## config.mk

```make
export PLATFORM = sky130hd
export DESIGN_NAME = vend_ctrl
export DESIGN_NICKNAME = d
export VERILOG_FILES = /design/src/rtl/vend_pkg.sv /design/src/rtl/vend_stock.sv /design/src/rtl/vend_ctrl.sv
export SDC_FILE = /design/constraint.sdc
export NUM_CORES = 1
export LEC_CHECK = 0
export CAP_MARGIN = 10
export CORE_UTILIZATION = 70
export CTS_BUF_LIST = sky130_fd_sc_hd__clkbuf_4 sky130_fd_sc_hd__clkbuf_8
export DETAILED_ROUTE_END_ITERATION = 6
export DONT_BUFFER_PORTS = 1
export PLACE_DENSITY = 0.86
export SYNTH_ARGS = -nofsm -noshare
export SYNTH_HDL_FRONTEND = slang
export SYNTH_SLANG_ARGS = --single-unit
```

## constraint.sdc

```tcl
create_clock -name clk -period 6.8 [get_ports clk]
set_input_delay 1.02 -clock clk [delete_from_list [all_inputs] [get_ports clk]]
set_output_delay 1.02 -clock clk [all_outputs]
set_load 0.005 [all_outputs]
```

## src/rtl/vend_pkg.sv

```systemverilog
// Shared FSM state encoding for the vending controller and its stock tracker.
// Pure types/constants: no latency or flow-control of its own.
package vend_pkg;

    localparam int STATE_W = 2;

    typedef enum logic [STATE_W-1:0] {
        IDLE     = 2'b00,
        CREDIT   = 2'b01,
        DISPENSE = 2'b10,
        CHANGE   = 2'b11
    } state_t;

endpackage

```

## src/rtl/vend_stock.sv

```systemverilog
// Per-item stock counters, loaded at reset, one saturating decrement per cycle.
// sold_out is registered and reflects a decrement in the cycle after it; no backpressure.
module vend_stock
    import vend_pkg::*;
#(
    parameter int NUM_ITEMS  = 4,
    parameter int SEL_W      = 2,
    parameter int STOCK_W    = 2,
    parameter int INIT_STOCK = 2
) (
    input  logic                 clk,
    input  logic                 reset,
    input  logic                 dec,
    input  logic [SEL_W-1:0]     dec_sel,
    output logic [NUM_ITEMS-1:0] sold_out
);

    logic [STOCK_W-1:0] stock     [NUM_ITEMS];
    logic [STOCK_W-1:0] stock_nxt [NUM_ITEMS];

    always_comb begin
        for (int i = 0; i < NUM_ITEMS; i++) begin
            stock_nxt[i] = stock[i];
            if (dec && dec_sel == SEL_W'(i) && stock[i] != '0)
                stock_nxt[i] = stock[i] - 1'b1;
        end
    end

    // sold_out is taken from the next-state value so it stays in step with stock
    always_ff @(posedge clk or posedge reset) begin
        if (reset) begin
            for (int i = 0; i < NUM_ITEMS; i++) begin
                stock[i]    <= STOCK_W'(INIT_STOCK);
                sold_out[i] <= (INIT_STOCK == 0);
            end
        end else begin
            for (int i = 0; i < NUM_ITEMS; i++) begin
                stock[i]    <= stock_nxt[i];
                sold_out[i] <= (stock_nxt[i] == '0);
            end
        end
    end

endmodule

```

## src/rtl/vend_ctrl.sv

```systemverilog
// Multi-item vending FSM: coin credit, purchase, change; candy one cycle after the buy edge, change one after that.
// No backpressure: refused coins pulse coin_reject next cycle; VEND_TIMEOUT_EN adds an inactivity refund in CREDIT.
module vend_ctrl
    import vend_pkg::*;
#(
    parameter int PRICE      = 3,
    parameter int COIN_W     = 2,
    parameter int CREDIT_W   = 4,
    parameter int NUM_ITEMS  = 4,
    parameter int SEL_W      = 2,
    parameter int STOCK_W    = 2,
    parameter int INIT_STOCK = 2
`ifdef VEND_TIMEOUT_EN
    , parameter int TIMEOUT  = 16
`endif
) (
    input  logic                 clk,
    input  logic                 reset,
    input  logic                 coin_valid,
    input  logic [COIN_W-1:0]    coin_value,
    input  logic                 button,
    input  logic [SEL_W-1:0]     sel,
    output logic [STATE_W-1:0]   state,
    output logic                 candy,
    output logic [SEL_W-1:0]     item,
    output logic                 change_valid,
    output logic [CREDIT_W-1:0]  change,
    output logic [CREDIT_W-1:0]  credit,
    output logic                 coin_reject,
    output logic [NUM_ITEMS-1:0] sold_out
);

    localparam int SUM_W = CREDIT_W + 1;
    localparam logic [SUM_W-1:0] CREDIT_MAX = SUM_W'((1 << CREDIT_W) - 1);
    localparam logic [SUM_W-1:0] PRICE_S    = SUM_W'(PRICE);

    state_t               state_q;
    logic                 busy;
    logic [SUM_W-1:0]     sum;
    logic [SUM_W-1:0]     eff;
    logic                 coin_ok;
    logic                 buy_ok;
    logic                 reject_nxt;
    logic                 tmo_hit;
    logic [(1<<SEL_W)-1:0] avail;

    assign state = state_q;
    assign busy  = (state_q == DISPENSE) || (state_q == CHANGE);
    assign sum   = {1'b0, credit} + SUM_W'(coin_value);

    assign coin_ok    = !busy && coin_valid && coin_value != '0 && sum <= CREDIT_MAX;
    assign eff        = coin_ok ? sum : {1'b0, credit};
    assign reject_nxt = coin_valid && (busy || (coin_value != '0 && !coin_ok));

    // Selections beyond NUM_ITEMS land on zero bits and can never buy
    always_comb begin
        avail                = '0;
        avail[NUM_ITEMS-1:0] = ~sold_out;
    end

    assign buy_ok = !busy && button && avail[sel] && eff >= PRICE_S;

`ifdef VEND_TIMEOUT_EN
    localparam int TMO_W = $clog2(TIMEOUT + 1);
    logic [TMO_W-1:0] idle_cnt;

    assign tmo_hit = (state_q == CREDIT) && !coin_valid && !button &&
                     idle_cnt == TMO_W'(TIMEOUT - 1);

    always_ff @(posedge clk or posedge reset) begin
        if (reset)
            idle_cnt <= '0;
        else if (state_q != CREDIT || coin_valid || button || tmo_hit)
            idle_cnt <= '0;
        else
            idle_cnt <= idle_cnt + 1'b1;
    end
`else
    assign tmo_hit = 1'b0;
`endif

    always_ff @(posedge clk or posedge reset) begin
        if (reset) begin
            state_q      <= IDLE;
            credit       <= '0;
            candy        <= 1'b0;
            item         <= '0;
            change_valid <= 1'b0;
            change       <= '0;
            coin_reject  <= 1'b0;
        end else begin
            coin_reject  <= reject_nxt;
            candy        <= 1'b0;
            change_valid <= 1'b0;
            change       <= '0;
            case (state_q)
                IDLE, CREDIT: begin
                    if (buy_ok) begin
                        state_q <= DISPENSE;
                        credit  <= CREDIT_W'(eff - PRICE_S);
                        item    <= sel;
                        candy   <= 1'b1;
                    end else if (coin_ok) begin
                        state_q <= CREDIT;
                        credit  <= eff[CREDIT_W-1:0];
                    end else if (tmo_hit) begin
                        state_q      <= CHANGE;
                        change_valid <= 1'b1;
                        change       <= credit;
                    end
                end
                DISPENSE: begin
                    if (credit != '0) begin
                        state_q      <= CHANGE;
                        change_valid <= 1'b1;
                        change       <= credit;
                    end else begin
                        state_q <= IDLE;
                    end
                end
                CHANGE: begin
                    credit  <= '0;
                    state_q <= IDLE;
                end
                default: state_q <= IDLE;
            endcase
        end
    end

    vend_stock #(
        .NUM_ITEMS  (NUM_ITEMS),
        .SEL_W      (SEL_W),
        .STOCK_W    (STOCK_W),
        .INIT_STOCK (INIT_STOCK)
    ) u_stock (
        .clk      (clk),
        .reset    (reset),
        .dec      (buy_ok),
        .dec_sel  (sel),
        .sold_out (sold_out)
    );

endmodule

```

==> results.md, run 1 <==
- Status: finished, final reports clean
- FF-to-FF Start: credit[0]
- Drt pass-1 iters: 4
- Register area share after synthesis: 43.6%
- Post-Synth Adder-Cell Area: roughly 7%
- Placed Cells: 162
- Vias: around 1.0k
- Overflow after GRT: 0
- Fin. max-slew vios: 0
- # port buffers: 0
- Design area: 1580 um2
- CTS tree: yes
- GRT Max-Usage Layer: met2
- Largest fanout on the critical path: 12
- Crit Path Class: in2reg
- Comb pwr share: between 40% and 50%
- DIE WIDTH: 49.2 um
- EDFF count, synth: 0
- Post-synthesis cell count: roughly 140
- Vias in the first global route: 1052
- Critical Path Source Type: primary input
- Power share of the clock group: 9.6%
- Distinct cells, synth: 43
- Max Root-Sink Buffers: 2
- Tot Pwr: 0.719 mW
- Fin Clk Skew: 0.00725 ns
- P&R area growth vs syn: 1.44%
- Synth Register Bits: 27
- DPL Wire Length: 2130 um
- Arrival time at the worst endpoint: 4.23 ns
- Area taken by flip-flops and latches: 681 um2
- Row cnt: 16
- Mux share of post-synthesis cell area: a little over a tenth
- Die height: 49.2 um
- Synth Area in Compound Gates: 12.3%
- WHS Endpoint: u_stock.stock[1]
- Final #Nets: ~160
- Final period utilization: 58.9%
- Min-Delay Path Class: reg2reg
- WHS Path Cells: 2
- Post-CTS setup repair buffer count: 0
- Post-Syn Area: 1560 um2
- Placer congestion estimate: 0.962
- CP endpoint kind: register
- Fmax: 250 MHz
- Fin crit period: around 4.0 ns
- Final Core Density: a little under 80%
- Hold slack final: 0.521 ns
- Fillers: 120
- GR Util met1: 33.0%
- Total core area: 2020 um2
- Initial antenna violation count: 0
- P_leak: around 0.71 nW
- Non-filler instance count after layout: about 170
- Syn avg cell area: 11.2 um2
- Post-route ant nets: 0
- R2R Path End: credit[1]
- IO Pins: 27
- Worst reg2reg setup slack: approximately 2.9 ns
- Worst-margin pin slew: 0.975 ns
- Area post-placement: 1550 um2
- DR iter-0 viols: 35
- Die area: ~2400 um2
- Switching Fraction: 42.7%
- Setup_tns: 0 ns
- Clock latency on the worst-skew pair: around 0.32 ns
- # diodes: 0
- Met2 Usage GRT: around 45%
- Total internal power: 0.412 mW
- Footprint of the multi-input gates: 790 um2
- Number of max-cap violations: 0
- Tot GR Track Use: 26.0%
- Post-DR vias/cell: 6.21
- CTS H-Tree Depth: 1
- Initial Util: 77.2%
- Simple-Gate Fraction of Synth Area: 17.8%
- Routed Wire Length: 2780 um
- First-pass GRT wire length: between 4000 and 5000 um
- Worst endpoint required time: 7.03 ns
- Reg power frac: 43.4%
- Final hold viol count: 0
- Layout cells sized above 1: 17.3%
- Wire length per cell: between 15 and 20 um
- TritonCTS buffer count: 3
- PostCTS Resize Cnt: 0
- Combinational family with the most area after synthesis: simple AND/OR/NAND/NOR gates
- Hold-fix buffers, CTS: 0
- Min-Delay Startpoint: u_stock.stock[1]
- Met3 Usage GRT: 5.61%
- Cell Pwr Density: 454 nW/um2
- Remaining DRCs: 0
- Largest net degree at the start of global routing: 28
- Sw Pwr: 0.307 mW
- Worst vdd ir: 0.337 mV
- Ys flop type: dfrtp_1
- Slew margin rel.: 35.0%
- Clock root cell: clkbuf_4
- FFs w/ async S/R, synth: between 90% and 100%
- Clock net sink count: 27
- Worst setup margin: 2.79 ns
- Synthesized Nets: 155
- Xor/xnor share of the synthesized area: 2.80%
- Setup WS pre-CTS: 2.46 ns
- Endpoints failing setup: 0
- Unrepaired setup endpoints after global routing: no
- Synth warnings: 0
- R2R depth: 8
- Clk pin slew, worst setup/hold paths: 0.15 ns
worst max path at each step:
stage / start / slack (ns) / endpoint / depth (start not counted)
after CTS: coin_value[0] / 2.80 / credit[1] / 8
final: coin_value[0] / 2.79 / credit[1] / 8
after detailed placement: coin_value[0] / 2.46 / credit[1] / 8
after global placement: coin_value[0] / 2.61 / credit[1] / 8
after floorplan: coin_value[0] / 2.94 / credit[1] / 9
after global routing: coin_value[0] / 2.62 / credit[1] / 8
critical path: stages:
cell      delay (ns)
ha_1            0.21
fa_1            0.45
a311oi_2        0.62
mux2_2          0.41
ha_1            0.27
o31ai_4         0.70
inv_1           0.17
a221o_1         0.38
flip-flops by register name, indices dropped and copies added (netlist names):
signal and cells:
candy 1, change 4, change_valid 1, coin_reject 1
credit 4, item 2, state 2, u_stock.sold_out 4
u_stock.stock 8
cell type report:
cell class	count	share of cell area, %
clock inverters	1	0.474
inverters	12	3.16
well taps	27	2.13
flip-flops and latches	27	43.0
clock buffers	3	1.42
multi-input cells	96	49.8
power by group through the flow:
stage	clock network (mW)	registers, mW	logic, mW
after floorplan	0	0.285	0.307
after global placement	0	0.314	0.315
after detailed placement	0	0.316	0.335
after CTS	0.0696	0.313	0.338
after global routing	0.0762	0.322	0.375
final	0.0693	0.312	0.337
cells by family (layout without fill, tap and decap cells):
| logic type | after synthesis | in the layout |
|---|---|---|
| mux | 15 | 15 |
| compound gates | 24 | 24 |
| xor+xnor | 5 | 5 |
| simple gates | 44 | 44 |
| buf+inv | 16 | 16 |
| fa+ha+maj | 8 | 8 |
| flops | 27 | 27 |
Yosys cell counts, types with 3 or more instances:
| cell | n | share of area, % |
|---|---|---|
| dfrtp_1 | 23 | 37 |
| nand2_1 | 16 | 3.8 |
| inv_1 | 11 | 2.6 |
| mux2i_1 | 9 | 5.8 |
| a21oi_1 | 7 | 2.2 |
| ha_1 | 7 | 5.6 |
| mux2_2 | 5 | 3.6 |
| nor2_1 | 5 | 1.2 |
| xnor2_1 | 5 | 2.8 |
| and2_1 | 4 | 1.6 |
| dfstp_2 | 4 | 6.7 |
| a221o_1 | 3 | 1.9 |
| buf_6 | 3 | 2.2 |
| nor3_1 | 3 | 0.96 |
cell usage in the layout (no fill, tap or decap), drive strengths merged, types with 2 or more instances in the layout:
cell | Yosys | layout
a31oi | 2 | 2
nor2b | 2 | 2
nor2 | 5 | 5
dfrtp | 23 | 23
nand2b | 2 | 2
nor4b | 3 | 3
inv | 11 | 11
xnor2 | 5 | 5
ha | 7 | 7
a221o | 3 | 3
o31ai | 2 | 2
nand2 | 16 | 16
mux2 | 5 | 5
dfstp | 4 | 4
and2 | 4 | 4
clkbuf | 0 | 3
nor3 | 4 | 4
a21oi | 7 | 7
a21o | 2 | 2
or2 | 2 | 2
mux2i | 9 | 9
metal layers:
| layer | routed length, um | vias up |
|---|---|---|
| met5 | 0 | - |
| met4 | 27 | 0 |
| met3 | 205 | 6 |
| met2 | 1420 | 48 |
| met1 | 1130 | 485 |
| li1 | - | 492 |
(Power assumes the default switching activity.)
==> inputs of run 2 (changes only) <==
- CORE_UTILIZATION: 70 -> 59
- PLACE_DENSITY: 0.86 -> 0.78
- clock period: 6.8 -> 3.35 ns (I/O delays scaled with it)
==> run 2 against run 1 <==
  * Register-to-register slack got worse by 2.7 ns
  * Sequential power increased by 92%
  * Sequential share of layout area decreased by 1.3 points
  * Worst setup slack got worse by 2.6 ns
  * Wire length increased by 0.11%
  * Combinational power increased by 120%
  * Largest cell class unchanged
==> results.md, run 2 (same netlist as run 1, synthesis figures left out) <==
- DPL Wire Length: 2120 um (was 2130 um)
- Number of flip-flops in the largest register: 8 (unchanged)
- Post-route ant nets: 0 (unchanged)
- Worst endpoint required time: 3.58 ns (was 7.03 ns)
- TritonCTS buffer count: 3 (unchanged)
- FF-to-FF Start: credit[0] (unchanged)
- Final period utilization: 92.7%
- Hold slack final: 0.274 ns (was 0.521 ns)
- Reg with most FFs: u_stock.stock (unchanged)
- Clk pin slew, worst setup/hold paths: 0.15 ns (about the same)
- Worst vdd ir: 0.578 mV (was 0.337 mV)
- Min-Delay Path Class: in2reg (was reg2reg)
- Fin crit period: 3.11 ns
- CTS H-Tree Depth: 1 (unchanged)
- Fin. max-slew vios: 0 (unchanged)
- Die height: 53.4 um (was 49.2 um)
- Fillers: 194 (was 120)
- Fmax: approximately 320 MHz
- Drt pass-1 iters: 4 (unchanged)
- Crit. Startpoint: credit[0] (was coin_value[0])
- CP endpoint kind: register (unchanged)
- IO Pins: 27 (unchanged)
- Hold-fix buffers, CTS: 0 (unchanged)
- DR iter-0 viols: 7 (was 35)
- CTS tree: yes (unchanged)
- Endpoints failing setup: 0 (unchanged)
- Unrepaired setup endpoints after global routing: no (unchanged)
- Max Root-Sink Buffers: 2 (unchanged)
- Vias: 1053 (was 1031)
- Clock latency on the worst-skew pair: 0.33 ns (was 0.32 ns)
- Status: finished, final reports clean (unchanged)
- Arrival time at the worst endpoint: 3.34 ns (was 4.23 ns)
- Met1 WL: 1140 um (was 1130 um)
- PostCTS Resize Cnt: 0 (unchanged)
- Commonest non-fill, non-tap cells in the layout: dfrtp_1 (23), nand2_1 (16), inv_1 (11), mux2i_1 (9) (unchanged)
- Wire length per cell: 15.9 um (was 16.8 um)
- Clock net sink count: 27 (unchanged)
- Initial Util: 62.5% (was 77.2%)
- Worst-margin pin slew: 0.991 ns (was 0.975 ns)
- Final #Nets: 162 (was 156)
- Layout cells sized above 1: 20.7% (was 17.3%)
- Highest metal used: met4 (unchanged)
- Tot Pwr: 1.50 mW (was 0.719 mW)
- # port buffers: 0 (unchanged)
- Tot GR Track Use: 23.3% (was 26.0%)
- Die area: 2860 um2 (was 2420 um2)
- WL met2: 1400 um (was 1420 um)
- Met3 wire len: 206 um (was 205 um)
- Post-CTS setup repair buffer count: 0 (unchanged)
- Slew margin rel.: 33.8% (was 35.0%)
- Vias in the first global route: 1096 (was 1052)
- Final hold viol count: 0 (unchanged)
- P&R area growth vs syn: 4.57% (was 1.44%)
- First-pass GRT wire length: 4720 um (was 4770 um)
- Row cnt: 18 (was 16)
- Largest fanout on the critical path: 5 (was 12)
- Remaining DRCs: 0 (unchanged)
- Critical Path Source Type: register (was primary input)
- Overflow after GRT: 0 (unchanged)
- # diodes: 0 (unchanged)
- P_leak: 0.735 nW (was 0.706 nW)
- Cell Pwr Density: 917 nW/um2 (was 454 nW/um2)
- Fin Clk Skew: 0.00347 ns (was 0.00725 ns)
- Final Core Density: 65.3% (was 78.3%)
- Setup_tns: 0 ns (unchanged)
- Commonest non-fill, non-tap cell in the layout: dfrtp_1 (unchanged)
- Routed Wire Length: 2780 um (about the same)
- Largest net degree at the start of global routing: 28 (unchanged)
- Clock root cell: clkbuf_4 (unchanged)
- Min-Delay Startpoint: coin_valid (was u_stock.stock[1])
- Placer congestion estimate: 0.883 (was 0.962)
- Number of max-cap violations: 0 (unchanged)
- Initial antenna violation count: 0 (unchanged)
- DIE WIDTH: 53.4 um (was 49.2 um)
- Total core area: 2500 um2 (was 2020 um2)
- Post-DR vias/cell: 6.02 (was 6.21)
- Crit Path Class: reg2reg (was in2reg)
run 2: changes by cell type in the layout (fill, tap and decap cells not counted), sizes merged:
cell | before | now
buf | 0 | 6
run 2: worst paths after layout:
path	end	slack [ns]	depth (start not counted)
max in group asynchronous	credit[0]	2.48	1
worst min-delay path	coin_reject	0.27	1
worst min register to register	u_stock.stock[7]	0.53	2
worst max register to register	item[0]	0.24	8
min in group asynchronous	item[1]	0.28	1
worst max-delay path	item[0]	0.24	8
run 2: metal layers:
layer	vias up	track usage, %
li1	503	-
met2	35	40.4
met1	511	26.8
met4	0	10.1
met5	-	0
met3	4	5.75
run 2: where the power goes:
group,switching [mW],internal (mW)
Combinational,0.408,0.345
Sequential,0.116,0.483
Clock,0.0996,0.0457
run 2: per-stage QoR:
stage	setup WS [ns]	cells	instance area, um2
global route	0.0967	175	1630
finish	0.244	175	1630
detailed placement	0.108	171	1600
floorplan	0.0120	139	1560
CTS	0.226	175	1630
global placement	0.205	171	1600
run 2: critical path: stages (launching register included):
cell and delay (ns):
dfrtp_1 0.41, ha_1 0.21, fa_1 0.46, a311oi_2 0.34, mux2_2 0.38, ha_1 0.27
o31ai_4 0.38, buf_4 0.23, mux2_2 0.34
run 2: area by class of cell:
cell class	count	area, um2	share of cell area [%]
Multi-Input combinational cell	96	790	48.4
Sequential cell	27	681	41.7
Inverter	12	50.0	3.07
Timing Repair Buffer	6	45.0	2.76
Tap cell	30	37.5	2.30
Clock buffer	3	22.5	1.38
Clock inverter	1	7.51	0.460
